--- src/rtl/arm7tdmi_pkg.sv ---
// Shared types and constants for the ARM7TDMI front end.
// Fetch FSM encoding, instruction sizes and the prefetch entry layout live here.
package arm7tdmi_pkg;

    typedef enum logic [1:0] {
        F_IDLE,
        F_REQ,
        F_DRAIN
    } fetch_state_t;

    localparam int ARM_INSTR_BYTES   = 4;
    localparam int THUMB_INSTR_BYTES = 2;

    typedef struct packed {
        logic [31:0] instr;
        logic [31:0] pc;
        logic        thumb;
    } fetch_entry_t;

    localparam int FETCH_ENTRY_W = $bits(fetch_entry_t);

    // Thumb code lives in halfwords; pc[1] picks which half of the fetched word.
    function automatic logic [31:0] thumb_halfword(input logic [31:0] word, input logic sel_hi);
        return sel_hi ? {16'h0000, word[31:16]} : {16'h0000, word[15:0]};
    endfunction

endpackage

--- src/rtl/arm7tdmi_prefetch_fifo.sv ---
// Small synchronous FIFO holding fetched {instr, pc, thumb} entries ahead of decode.
// Head is read combinationally; clear has priority over push and pop.
module arm7tdmi_prefetch_fifo #(
    parameter int DEPTH = 2,
    parameter int WIDTH = 65,
    parameter int CW    = $clog2(DEPTH) + 1
) (
    input  logic             clk,
    input  logic             rst,
    input  logic             i_push,
    input  logic [WIDTH-1:0] i_data,
    input  logic             i_pop,
    input  logic             i_clear,
    output logic [WIDTH-1:0] o_data,
    output logic [CW-1:0]    o_count
);

    localparam int AW = $clog2(DEPTH);

    logic [WIDTH-1:0] r_mem [DEPTH];
    logic [AW-1:0]    r_wr_ptr;
    logic [AW-1:0]    r_rd_ptr;
    logic [CW-1:0]    r_count;
    logic             w_push;
    logic             w_pop;

    assign w_push  = i_push && !i_clear;
    assign w_pop   = i_pop && !i_clear && (r_count != '0);
    assign o_data  = r_mem[r_rd_ptr];
    assign o_count = r_count;

    genvar gi;
    generate
        for (gi = 0; gi < DEPTH; gi++) begin : g_entry
            always_ff @(posedge clk or posedge rst) begin
                if (rst) begin
                    r_mem[gi] <= '0;
                end else if (w_push && (r_wr_ptr == AW'(gi))) begin
                    r_mem[gi] <= i_data;
                end
            end
        end
    endgenerate

    // Pointers wrap naturally because DEPTH is a power of two.
    always_ff @(posedge clk or posedge rst) begin
        if (rst) begin
            r_wr_ptr <= '0;
            r_rd_ptr <= '0;
            r_count  <= '0;
        end else if (i_clear) begin
            r_wr_ptr <= '0;
            r_rd_ptr <= '0;
            r_count  <= '0;
        end else begin
            if (w_push) r_wr_ptr <= r_wr_ptr + AW'(1);
            if (w_pop)  r_rd_ptr <= r_rd_ptr + AW'(1);
            r_count <= r_count + CW'(w_push) - CW'(w_pop);
        end
    end

endmodule

--- src/rtl/arm7tdmi_fetch.sv ---
// Instruction fetch stage: single-outstanding word reads into a prefetch FIFO,
// branch redirect with drain of an in-flight read, and Thumb halfword extraction.
module arm7tdmi_fetch
    import arm7tdmi_pkg::*;
#(
    parameter logic [31:0] RESET_VECTOR = 32'h0000_0000,
    parameter int          FIFO_DEPTH   = 2
) (
    input  logic        clk,
    input  logic        rst,
    output logic        imem_req,
    output logic [31:0] imem_addr,
    input  logic        imem_ack,
    input  logic [31:0] imem_rdata,
    input  logic        branch_taken,
    input  logic [31:0] branch_target,
    input  logic        branch_thumb,
    input  logic        stall,
    output logic [31:0] instruction,
    output logic [31:0] pc_out,
    output logic        instr_valid,
    output logic        thumb_out
);

    localparam int CW = $clog2(FIFO_DEPTH) + 1;

    fetch_state_t r_state;
    logic [31:0]  r_fetch_pc;
    logic         r_thumb;

    logic [CW-1:0] w_count;
    logic [CW-1:0] w_count_after;
    logic          w_space;
    logic          w_push;
    logic          w_pop;
    logic [31:0]   w_pc_inc;
    logic [31:0]   w_branch_pc;
    fetch_entry_t  w_push_entry;
    fetch_entry_t  w_head;

    assign w_pop  = instr_valid && !stall;
    assign w_push = (r_state == F_REQ) && imem_ack && !branch_taken;

    // Space is judged after this cycle's pop and push so the FIFO can never overflow.
    assign w_count_after = w_count - CW'(w_pop) + CW'(w_push);
    assign w_space       = w_count_after < CW'(FIFO_DEPTH);

    assign w_pc_inc    = r_fetch_pc + (r_thumb ? 32'(THUMB_INSTR_BYTES) : 32'(ARM_INSTR_BYTES));
    assign w_branch_pc = branch_target & (branch_thumb ? ~32'h1 : ~32'h3);

    assign w_push_entry.instr = r_thumb ? thumb_halfword(imem_rdata, r_fetch_pc[1]) : imem_rdata;
    assign w_push_entry.pc    = r_fetch_pc;
    assign w_push_entry.thumb = r_thumb;

    arm7tdmi_prefetch_fifo #(
        .DEPTH (FIFO_DEPTH),
        .WIDTH (FETCH_ENTRY_W),
        .CW    (CW)
    ) u_fifo (
        .clk     (clk),
        .rst     (rst),
        .i_push  (w_push),
        .i_data  (w_push_entry),
        .i_pop   (w_pop),
        .i_clear (branch_taken),
        .o_data  (w_head),
        .o_count (w_count)
    );

    assign instr_valid = (w_count != '0);
    assign instruction = w_head.instr;
    assign pc_out      = w_head.pc;
    assign thumb_out   = w_head.thumb;

    always_ff @(posedge clk or posedge rst) begin
        if (rst) begin
            r_state    <= F_IDLE;
            imem_req   <= 1'b0;
            imem_addr  <= RESET_VECTOR & ~32'h3;
            r_fetch_pc <= RESET_VECTOR;
            r_thumb    <= 1'b0;
        end else if (branch_taken) begin
            r_fetch_pc <= w_branch_pc;
            r_thumb    <= branch_thumb;
            // A read still in flight must complete before the target can be requested.
            if (r_state != F_IDLE && !imem_ack) begin
                r_state <= F_DRAIN;
            end else begin
                r_state   <= F_REQ;
                imem_req  <= 1'b1;
                imem_addr <= w_branch_pc & ~32'h3;
            end
        end else begin
            case (r_state)
                F_IDLE: begin
                    if (w_space) begin
                        r_state   <= F_REQ;
                        imem_req  <= 1'b1;
                        imem_addr <= r_fetch_pc & ~32'h3;
                    end
                end
                F_REQ: begin
                    if (imem_ack) begin
                        r_fetch_pc <= w_pc_inc;
                        if (w_space) begin
                            imem_addr <= w_pc_inc & ~32'h3;
                        end else begin
                            r_state  <= F_IDLE;
                            imem_req <= 1'b0;
                        end
                    end
                end
                F_DRAIN: begin
                    // Stale data is dropped; the FIFO is empty, so re-issue at once.
                    if (imem_ack) begin
                        r_state   <= F_REQ;
                        imem_addr <= r_fetch_pc & ~32'h3;
                    end
                end
                default: begin
                    r_state  <= F_IDLE;
                    imem_req <= 1'b0;
                end
            endcase
        end
    end

endmodule
--- config.mk ---
export PLATFORM = sky130hd
export DESIGN_NAME = arm7tdmi_fetch
export DESIGN_NICKNAME = d
export VERILOG_FILES = /design/src/rtl/arm7tdmi_pkg.sv /design/src/rtl/arm7tdmi_prefetch_fifo.sv /design/src/rtl/arm7tdmi_fetch.sv
export SDC_FILE = /design/constraint.sdc
export NUM_CORES = 1
export LEC_CHECK = 0
export ABC_AREA = 1
export CORE_UTILIZATION = 58
export DETAILED_ROUTE_END_ITERATION = 16
export DONT_BUFFER_PORTS = 1
export PLACE_DENSITY = 0.76
export SLEW_MARGIN = 20
export SYNTH_ARGS = -nofsm -noshare
export SYNTH_HDL_FRONTEND = slang
export SYNTH_SLANG_ARGS = --single-unit
--- constraint.sdc ---
create_clock -name clk -period 5.8 [get_ports clk]
set_input_delay 0.87 -clock clk [delete_from_list [all_inputs] [get_ports clk]]
set_output_delay 0.87 -clock clk [all_outputs]
set_load 0.02 [all_outputs]
==> summary.md <==
| Metric | Value |
|---|---|
| Status | finished, final reports clean |
| Max VDD drop | 0.365 mV |
| Synth Cell Area | 0.0103 mm² |
| Starting Density | 0.595 |
| CTS clk-pin slew, worst paths | 0.07 ns |
| Final Max Tran Viols | 0 |
| Post-CTS Setup Bufs | 0 |
| Switching power total | 2.52 mW |
| Startpoint types | register |
| Num CTS Buffers | 17 |
| Placeable Area | 0.0174 mm² |
| Post-synthesis cell type count | 37 |
| Setup tns final | 0 ns |
| Sequential area share after synthesis | 0.477 |
| Vias/cell | 5.47 |
| First-pass GRT wire length | 42100 µm |
| H-tree depth | 4 |
| CP cell instances | inv_2, nor2_4, nand2_2, nor2_4, inv_4, ha_1, inv_1, nand2_1, inv_1, nand3_1, nand3_1, nand2_2, nor2_1, nand2_1, nor2_1, a21oi_1 |
| # rows | 48 |
| Slowest cell on crit path | nand2_1 |
| Die Area | 0.0183 mm² |
| CP Capture Type | register |
| Area post-placement | 0.0103 mm² |
| CP Class | register to register |
| Horiz. Die Dim | 135 µm |
| Ys flop type | dfrtp_1 |
| Most used standard cell by instance count after synthesis | nand2_1 |
| Yosys Warn Count | 0 |
| DR vias | 8872 |
| # port buffers | 0 |
| Routed WL | 26200 µm |
| Initial drt markers | 749 |
| Fill cells | 1616 |
| FF+latch count, synth | 197 |
| Final min period | 4.07 ns |
| Reg-to-Reg Start | r_state[0] |
| CTS Buffer Depth | 2 |
| IO Pins | 169 |
| DIE HEIGHT | 135 µm |
| RSZ-0062 raised after global routing | false |
| Drt wl/cell | 16.2 µm |
| Relative slew slack | 0.283 |
| Top-area cell type share of the netlist area | 0.477 |
| Post-synthesis cell count | 1433 |
| Maximum net fanout on the critical path | 31 |
| Number of synthesized flops with an enable pin | 0 |
| Clock root buffer | clkbuf_16 |
| Number of global-route vias before repair | 8128 |
| CTS tree | built |
| Final Cycle Share | 0.702 |
| CTS Sinks | 197 |
| Power share of the clock group | 0.218 |
| Slew @ Worst Pin | 1.07 ns |
| Crit path required time | 6.12 ns |
| Area grow syn2layout | 6.18% |
| Clock Latency Late Sink | 0.44 ns |
| Detail Route Antenna Nets | 0 |
| Sequential Power Share | 0.431 |
| WP buf/inv | 4 |
| Top cell type by total area after synthesis | dfrtp_1 |
| Internal | 3.23 mW |
| LEAKAGE | 5.37 nW |
| CP arrival | 4.39 ns |
| CP top delay family | simple AND/OR/NAND/NOR gates |
| Drt first pass iters | 6 |
| Count of final hold-check violations | 0 |
| Final GP Congestion | 0.939 |
| Achievable Freq | 0.246 GHz |
| PD cells | 524 mW/mm² |
| Worst min path class | primary input to asynchronous set/reset pin |
| Cells resized by post-CTS repair | 0 |
| Switching Share | 0.438 |
| Share of cells above drive strength 1 | 0.0394 |
| CP max stage delay | 0.65 ns |
| DRC | 0 |
| Final setup viols | 0 |
| Area contributors post-synth | dfrtp_1 (48%), nand2_1 (20%), o21ai_0 (8.6%), inv_1 (5.6%), nor2_1 (3.7%) |
| Largest net degree at the start of global routing | 172 |
| Logic pwr share | 0.351 |
| Syn Area/Cell | 7.21 µm² |
| Post-DP HPWL | 17700 µm |
| Clock skew | 0.0107 ns |
| Critical path startpoint | r_state[0] |
| Initial antenna violation count | 0 |
| Asr flop ratio synth | 1.00 |
| Maxcap violations | 0 |
| CTS Hold Bufs | 0 |
| Final Cell Area | 0.0110 mm² |
| Global Route Usage Sum | 0.298 |
| Most frequent cells after synthesis | nand2_1 (545), dfrtp_1 (197), o21ai_0 (178) |
| Remaining Overflow, GRT | 0 |
| Final net count | 1460 |
| N_diodes | 0 |
==> power by group through the flow <==
stage,Clock [mW],Sequential [mW],Combinational [mW]
2_1_floorplan,0,2.36,1.68
3_3_place_gp,0,2.50,1.92
3_5_place_dp,0,2.52,1.98
4_1_cts,1.27,2.50,1.99
5_1_grt,1.33,2.55,2.28
6_report,1.25,2.48,2.02
==> cell families (layout without fill, tap and decap cells) <==
group                    Yosys count  count (layout)  synth area share
AO/OA/AOI/OAI                    278             278             0.143
XOR/XNOR                           9               9           0.00763
adder cells (fa/ha/maj)            6               6           0.00800
buffers and inverters            235             197            0.0946
flip-flops                       197             197             0.477
other                              1               3          0.000363
AND/OR/NAND/NOR                  707             707             0.269
==> final cells by class <==
class / count / area (µm²) / area share
clock buffer: 19 / 443 / 0.0404
clock inverter: 13 / 180 / 0.0164
inverter: 160 / 607 / 0.0553
multi-input combinational: 1003 / 4430 / 0.404
sequential: 197 / 4930 / 0.450
tap: 225 / 282 / 0.0257
timing repair buffer: 5 / 87.6 / 0.00799
==> path summary, 6_finish.rpt <==
path,endpoint,slack (ns),cells past startpoint
max,imem_addr[20],1.73,16
min,u_fifo.r_mem[60],0.37,1
max reg2reg,imem_addr[20],1.73,16
min reg2reg,u_fifo.r_mem[34],0.47,2
max in group asynchronous,r_fetch_pc[16],4.08,2
min in group clk,u_fifo.r_mem[34],0.47,2
==> registers in the layout, indices dropped and copies added, names as in the netlist <==
signal           cells
r_thumb              1
r_state              2
u_fifo.o_count       2
u_fifo.r_wr_ptr      1
imem_addr           30
imem_req             1
u_fifo.r_rd_ptr      1
r_fetch_pc          31
u_fifo.r_mem       128
==> routing by layer <==
layer | track usage | share of wire | up-vias | wire, µm
li1 | - | - | 4387 | -
met1 | 0.411 | 0.45 | 4109 | 11700
met2 | 0.457 | 0.45 | 322 | 11800
met3 | 0.0632 | 0.073 | 54 | 1900
met4 | 0.122 | 0.031 | 0 | 816
met5 | 0 | 0 | - | 0
==> cell usage in the layout, fill, tap and decap left out, types with 3 or more instances in the layout <==
cell	instances
clkinv_2	4
clkinvlp_4	4
a31oi_1	3
dfrtp_1	196
nand3_1	45
nand2_2	3
buf_12	4
o21ai_0	178
conb_1	3
nor2_4	4
o221ai_1	3
xor2_1	8
clkbuf_16	17
ha_1	5
o21ai_1	22
a21oi_1	44
nand2_1	545
o211ai_1	20
nor2_1	101
bufinv_16	4
inv_1	153
inv_2	5
a21boi_0	3
==> per-stage QoR <==
stage / util / hold slack, ns / cells / total power, mW / setup WS [ns]
after floorplan: - / 0.442 / 1435 / 4.04 / 2.38
after global routing: 0.632 / 0.398 / 1622 / 6.16 / 1.35
after CTS: 0.629 / 0.379 / 1620 / 5.75 / 1.73
after global placement: 0.594 / 0.454 / 1588 / 4.43 / 1.83
after detailed placement: 0.594 / 0.458 / 1588 / 4.50 / 1.73
final: 0.632 / 0.372 / 1622 / 5.75 / 1.73
==> worst register-to-register path, stage by stage (launching register included) <==
cell,delay [ns]
dfrtp_1,0.38
inv_2,0.07
nor2_4,0.60
nand2_2,0.13
nor2_4,0.57
inv_4,0.19
ha_1,0.32
inv_1,0.05
nand2_1,0.07
inv_1,0.08
nand3_1,0.06
nand3_1,0.08
nand2_2,0.12
nor2_1,0.18
nand2_1,0.65
nor2_1,0.30
a21oi_1,0.09
(Power assumes the default switching activity.)
